## src/rtl/vram_arbiter.sv

```systemverilog
// vram_arbiter: shares the single-port text-mode video RAM (4 KB of char/attr
// bytes) between scanout and the CPU bus. Scanout always wins the port. CPU
// reads and writes use the memory cycles that scanout leaves free.
//
// Build option: define VRAM_WRBUF_EN to add a WBUF_DEPTH-entry posted-write
// FIFO. With it, CPU writes are acknowledged as soon as they are queued and
// reads wait until the queue has drained. Without it, writes go straight to
// the RAM under arbitration and are acknowledged after they commit.
//
// Ports
//   clock, reset_n        system clock, synchronous active-low reset
//   vid_req, vid_a        scanout fetch request and byte address
//   vid_q                 scanout data (mem_q pass-through), valid the cycle
//                         after vid_req
//   cpu_req, cpu_we,
//   cpu_a, cpu_d          CPU request, held stable until cpu_ack
//   cpu_q, cpu_ack        CPU read data (held) and one-cycle completion pulse
//   mem_a, mem_d, mem_we  registered RAM address / write data / write enable
//   mem_q                 RAM read data for the address currently on mem_a
//   wbuf_busy             write buffer non-empty or a write still in flight
//
// FSM states
//   state      | meaning
//   ST_IDLE    | no CPU access issued to the RAM
//   ST_RD_WAIT | CPU read on mem_a this cycle, capture mem_q
//   ST_WR_WAIT | unbuffered CPU write on the port this cycle, ack next

module vram_arbiter #(
  parameter int WBUF_DEPTH = 4
) (
  input  logic        clock,
  input  logic        reset_n,
  input  logic        vid_req,
  input  logic [11:0] vid_a,
  output logic [7:0]  vid_q,
  input  logic        cpu_req,
  input  logic        cpu_we,
  input  logic [11:0] cpu_a,
  input  logic [7:0]  cpu_d,
  output logic [7:0]  cpu_q,
  output logic        cpu_ack,
  output logic [11:0] mem_a,
  output logic [7:0]  mem_d,
  output logic        mem_we,
  input  logic [7:0]  mem_q,
  output logic        wbuf_busy
);

  typedef enum logic [1:0] {
    ST_IDLE    = 2'd0,
    ST_RD_WAIT = 2'd1,
    ST_WR_WAIT = 2'd2
  } state_t;

  state_t state, state_next;

  logic        cpu_live;
  logic        grant_rd;
  logic        grant_wr;
  logic        push;
  logic        commit;
  logic [11:0] commit_a;
  logic [7:0]  commit_d;
  logic [11:0] mem_a_next;
  logic [7:0]  mem_d_next;
  logic        busy_next;

  // Scanout data is the RAM output itself; no extra latency on the video path.
  assign vid_q = mem_q;

  // The cycle carrying cpu_ack is ignored so a held request is not re-served.
  assign cpu_live = cpu_req && !cpu_ack && (state == ST_IDLE);

`ifdef VRAM_WRBUF_EN
  localparam int PTR_W = $clog2(WBUF_DEPTH);
  localparam logic [PTR_W:0] FULL_LV = (PTR_W + 1)'(WBUF_DEPTH);

  logic [11:0]      fifo_a [WBUF_DEPTH];
  logic [7:0]       fifo_d [WBUF_DEPTH];
  logic [PTR_W-1:0] wr_ptr, rd_ptr;
  logic [PTR_W:0]   level, level_next;
  logic             pop;

  // A read may only go out once the queue is empty and the last drained
  // write has left the port, so it always observes earlier writes.
  always_comb begin
    push     = cpu_live && cpu_we && (level != FULL_LV);
    grant_rd = 1'b0;
    pop      = 1'b0;
    if (!vid_req) begin
      if (cpu_live && !cpu_we && (level == '0) && !mem_we) begin
        grant_rd = 1'b1;
      end else if (level != '0) begin
        pop = 1'b1;
      end
    end
  end

  assign grant_wr   = 1'b0;
  assign commit     = pop;
  assign commit_a   = fifo_a[rd_ptr];
  assign commit_d   = fifo_d[rd_ptr];
  assign level_next = level + {{PTR_W{1'b0}}, push} - {{PTR_W{1'b0}}, pop};
  assign busy_next  = (level_next != '0) || commit;

  always_ff @(posedge clock) begin
    if (!reset_n) begin
      wr_ptr <= '0;
      rd_ptr <= '0;
      level  <= '0;
    end else begin
      if (push) wr_ptr <= wr_ptr + 1'b1;
      if (pop)  rd_ptr <= rd_ptr + 1'b1;
      level <= level_next;
    end
  end

  // Storage needs no reset; only entries between the pointers are ever read.
  always_ff @(posedge clock) begin
    if (push) begin
      fifo_a[wr_ptr] <= cpu_a;
      fifo_d[wr_ptr] <= cpu_d;
    end
  end
`else
  // Depth only matters when the posted-write buffer is built in.
  logic [3:0] unused_depth;
  assign unused_depth = 4'(WBUF_DEPTH);

  assign push      = 1'b0;
  assign grant_rd  = !vid_req && cpu_live && !cpu_we;
  assign grant_wr  = !vid_req && cpu_live && cpu_we;
  assign commit    = grant_wr;
  assign commit_a  = cpu_a;
  assign commit_d  = cpu_d;
  assign busy_next = (state_next == ST_WR_WAIT);
`endif

  // Port mux: scanout, then CPU read, then write commit. mem_a/mem_d hold
  // their last value on idle cycles.
  always_comb begin
    mem_a_next = mem_a;
    mem_d_next = mem_d;
    if (vid_req) begin
      mem_a_next = vid_a;
    end else if (grant_rd) begin
      mem_a_next = cpu_a;
    end else if (commit) begin
      mem_a_next = commit_a;
      mem_d_next = commit_d;
    end
  end

  always_comb begin
    state_next = state;
    case (state)
      ST_IDLE: begin
        if (grant_rd) begin
          state_next = ST_RD_WAIT;
        end else if (grant_wr) begin
          state_next = ST_WR_WAIT;
        end
      end
      ST_RD_WAIT: state_next = ST_IDLE;
      ST_WR_WAIT: state_next = ST_IDLE;
      default:    state_next = ST_IDLE;
    endcase
  end

  always_ff @(posedge clock) begin
    if (!reset_n) begin
      state <= ST_IDLE;
    end else begin
      state <= state_next;
    end
  end

  always_ff @(posedge clock) begin
    if (!reset_n) begin
      mem_a     <= '0;
      mem_d     <= '0;
      mem_we    <= 1'b0;
      cpu_q     <= '0;
      cpu_ack   <= 1'b0;
      wbuf_busy <= 1'b0;
    end else begin
      mem_a     <= mem_a_next;
      mem_d     <= mem_d_next;
      mem_we    <= commit && !vid_req && !grant_rd;
      cpu_ack   <= (state == ST_RD_WAIT) || (state == ST_WR_WAIT) || push;
      wbuf_busy <= busy_next;
      // mem_q still belongs to the CPU address here, even if scanout has
      // just been granted the port for the next cycle.
      if (state == ST_RD_WAIT) cpu_q <= mem_q;
    end
  end

endmodule
```

## config.mk

```make
export PLATFORM = sky130hd
export DESIGN_NAME = vram_arbiter
export DESIGN_NICKNAME = d
export VERILOG_FILES = /design/src/rtl/vram_arbiter.sv
export SDC_FILE = /design/constraint.sdc
export NUM_CORES = 1
export LEC_CHECK = 0
export ABC_AREA = 1
export CORE_MARGIN = 2
export CORE_UTILIZATION = 55
export CTS_BUF_LIST = sky130_fd_sc_hd__clkbuf_4 sky130_fd_sc_hd__clkbuf_8
export DETAILED_ROUTE_END_ITERATION = 10
export DONT_BUFFER_PORTS = 1
export GPL_TIMING_DRIVEN = 0
export PLACE_DENSITY_LB_ADDON = 0.12
export SYNTH_ARGS = -nofsm -noshare
export SYNTH_HDL_FRONTEND = slang
export SYNTH_SLANG_ARGS = --single-unit
```

## constraint.sdc

```tcl
create_clock -name clock -period 1.9 [get_ports clock]
set_clock_uncertainty 0.2 [all_clocks]
set_input_delay 0.095 -clock clock [delete_from_list [all_inputs] [get_ports clock]]
set_output_delay 0.095 -clock clock [all_outputs]
set_load 0.005 [all_outputs]
```

==> results.yml <==
job:
  max_cap_violations: 0
yosys:
  netlist_area_sq_mm: 0.00140
  syn_nets: 248
  yosys.area.top_type: "dfxtp_1"
  synthTopCellsByArea: "dfxtp_1, nand2_1, nor2_1"
  ys_warn_count: 0
  ys_ff_latch: 33
  netlist_instances: 201
  synth_top_cell_area_share_pct: 47.1
  ys_types: 16
  yosysSeqAreaShare_pct: 47.1
  syn_avg_cell_area_sq_um: 6.97
timing:
  whs_ns: 0.0719
  period_minus_slack_ns: 1.71
  timing.final.crit_share_pct: 89.9
  rsz0062_at_grt: "no"
  fmax_ghz: 0.585
  setup_tns_ns: 0
  setup_viol: 0
  tightest_slew_ns: 0.399
  drv_slew: 0
  slew-limit-headroom_pct: 73.4
  hold_viol_final: 0
grt:
  grt_pass1_wl_um: 5080
  grt_use_total_pct: 24.7
  grt_overflow: 0
  first_global_vias: 1304
  antenna_found_initial: 0
  grt_max_degree: 11
drt:
  drcViolationCount: 0
  avgViaCountPerCell: 5.15
  drt.antenna.violating_nets: 0
  drt_iter0_drc: 32
  num_vias: 1453
  routedWlPerCell_um: 12.6
  firstDrtPassIters: 4
  finalWirelength_um: 3540
floorplanning:
  start_util_pct: 57.1
  die_area_sq_mm: 0.00297
  pin_count: 84
  die_w_um: 54.5
  die_y_um: 54.5
  row_count: 18
  fp.coreArea_sq_mm: 0.00245
finish:
  final_nets: 299
  insertedDiodeCount: 0
  drive_gt1_share_pct: 9.13
  fill_cells: 170
  fin_area_sq_mm: 0.00194
  syn_to_final_growth_pct: 38.7
  multi_input_area_sq_um: 607
  seqCellArea_sq_um: 661
place:
  place_congestion: 0.840
  hpwlAfterDp_um: 2270
  io_buffers: 0
  placed_cell_area_sq_mm: 0.00144
clocking:
  post_cts_buffers: 0
  path_clk_slew_ns: 0.10
  worstSkewPairLatency_ns: 0.32
  numCtsBuffers: 5
  cts_tree: "done"
  cts.path.max_buffers: 2
  cts_sinks: 33
  cts_max_level: 2
  cts-root-buf: "clkbuf_4"
critical_path:
  crit_arrival_ns: 1.77
  crit_type: "reg -> reg"
  regToRegSetupSlack_ns: 0.19
  cp-start-kind: "register"
  cp_max_fo: 10
  required_ns: 1.96
  end_kind: "register"
worst_hold_path:
  hold_class: "in -> out"
power_and_ir_drop:
  power_density_mw_per_mm2: 754
  leakage_nw: 0.912
  ir_drop_uv: 616
run_status:
  outcome: "finished, final reports clean"
==> sequential cells by signal (all words and copies together) (netlist names) <==
name / flops
mem_a: 12
cpu_q: 8
mem_d: 8
state: 2
cpu_ack: 1
mem_we: 1
wbuf_busy: 1
==> worst max-delay path, stage by stage (launching register included) <==
cell and delay, ns:
dfxtp_1 0.37, inv_1 0.07, ha_1 0.25, nand3_1 0.13, nand2_1 0.10, inv_1 0.11, buf_2 0.23, nor2_1 0.08
nor2_1 0.10
==> worst paths after layout <==
path	startpoint	end	cells past startpoint
worst min register to register	mem_d[5]	mem_d[5]	2
worst min-delay path	mem_q[1]	vid_q[1]	1
worst max register to register	state[0]	mem_a[4]	8
worst max-delay path	state[0]	mem_a[4]	8
==> through the flow <==
| stage | cells | power (mW) | setup WS, ns | utilization [%] |
|---|---|---|---|---|
| finish | 282 | 1.46 | 0.192 | 79.2 |
| global route | 282 | 1.55 | 0.0627 | 79.2 |
| CTS | 282 | 1.47 | 0.0680 | 79.0 |
| detailed placement | 231 | 0.989 | 0.239 | 58.6 |
| global placement | 231 | 0.980 | 0.294 | 58.6 |
| floorplan | 201 | 0.946 | 0.439 | - |
==> synthesized netlist by cell type, drive strengths merged <==
master	count
clkinv	1
a21oi	8
dfxtp	33
nand3	11
o21ai	20
inv	9
buf	14
ha	2
nor2	47
nand2	54
clkbuf	2
==> cells in the final DEF (no fill, tap or decap), drive strengths merged <==
| master | instances |
|---|---|
| nand3 | 11 |
| clkinv | 1 |
| inv | 9 |
| nor2 | 47 |
| a21oi | 8 |
| dlymetal6s4s | 1 |
| ha | 2 |
| buf | 13 |
| dfxtp | 33 |
| o21ai | 20 |
| nand2 | 54 |
| clkbuf | 10 |
| dlygate4sd3 | 43 |
==> cells by family after synthesis <==
family,after synthesis,share of synthesized area (%)
simple gates,112,31.5
buf+inv,26,9.55
fa+ha+maj,2,1.79
flops,33,47.1
compound gates,28,10.0
==> layer usage <==
metal / track usage (%) / up-vias / share of wire (%)
met1: 24.6 / 648 / 37
met3: 7.65 / 8 / 8.3
met5: 0 / - / 0
met2: 44.2 / 70 / 52
met4: 15.4 / 0 / 2.3
li1: - / 727 / -
==> power breakdown <==
group	switching (mW)	internal, mW
Clock	0.214	0.189
Sequential	0.0395	0.747
Combinational	0.136	0.139
==> final cells by class <==
class | instances | share of cell area [%]
Sequential cell | 33 | 34.0
Clock buffer | 7 | 3.03
Tap cell | 30 | 1.93
Inverter | 10 | 1.93
Buffer | 16 | 5.09
Multi-Input combinational cell | 142 | 31.2
Timing Repair Buffer | 44 | 22.8
==> what timing repair did <==
action | 4_1_cts | 5_1_grt
hold buffers | 44 | 0
endpoints found under the setup margin | 0 | 7
hold endpoints to repair | 33 | 0
gates resized for setup | 0 | 2
Power figures use the tool's default switching activity.
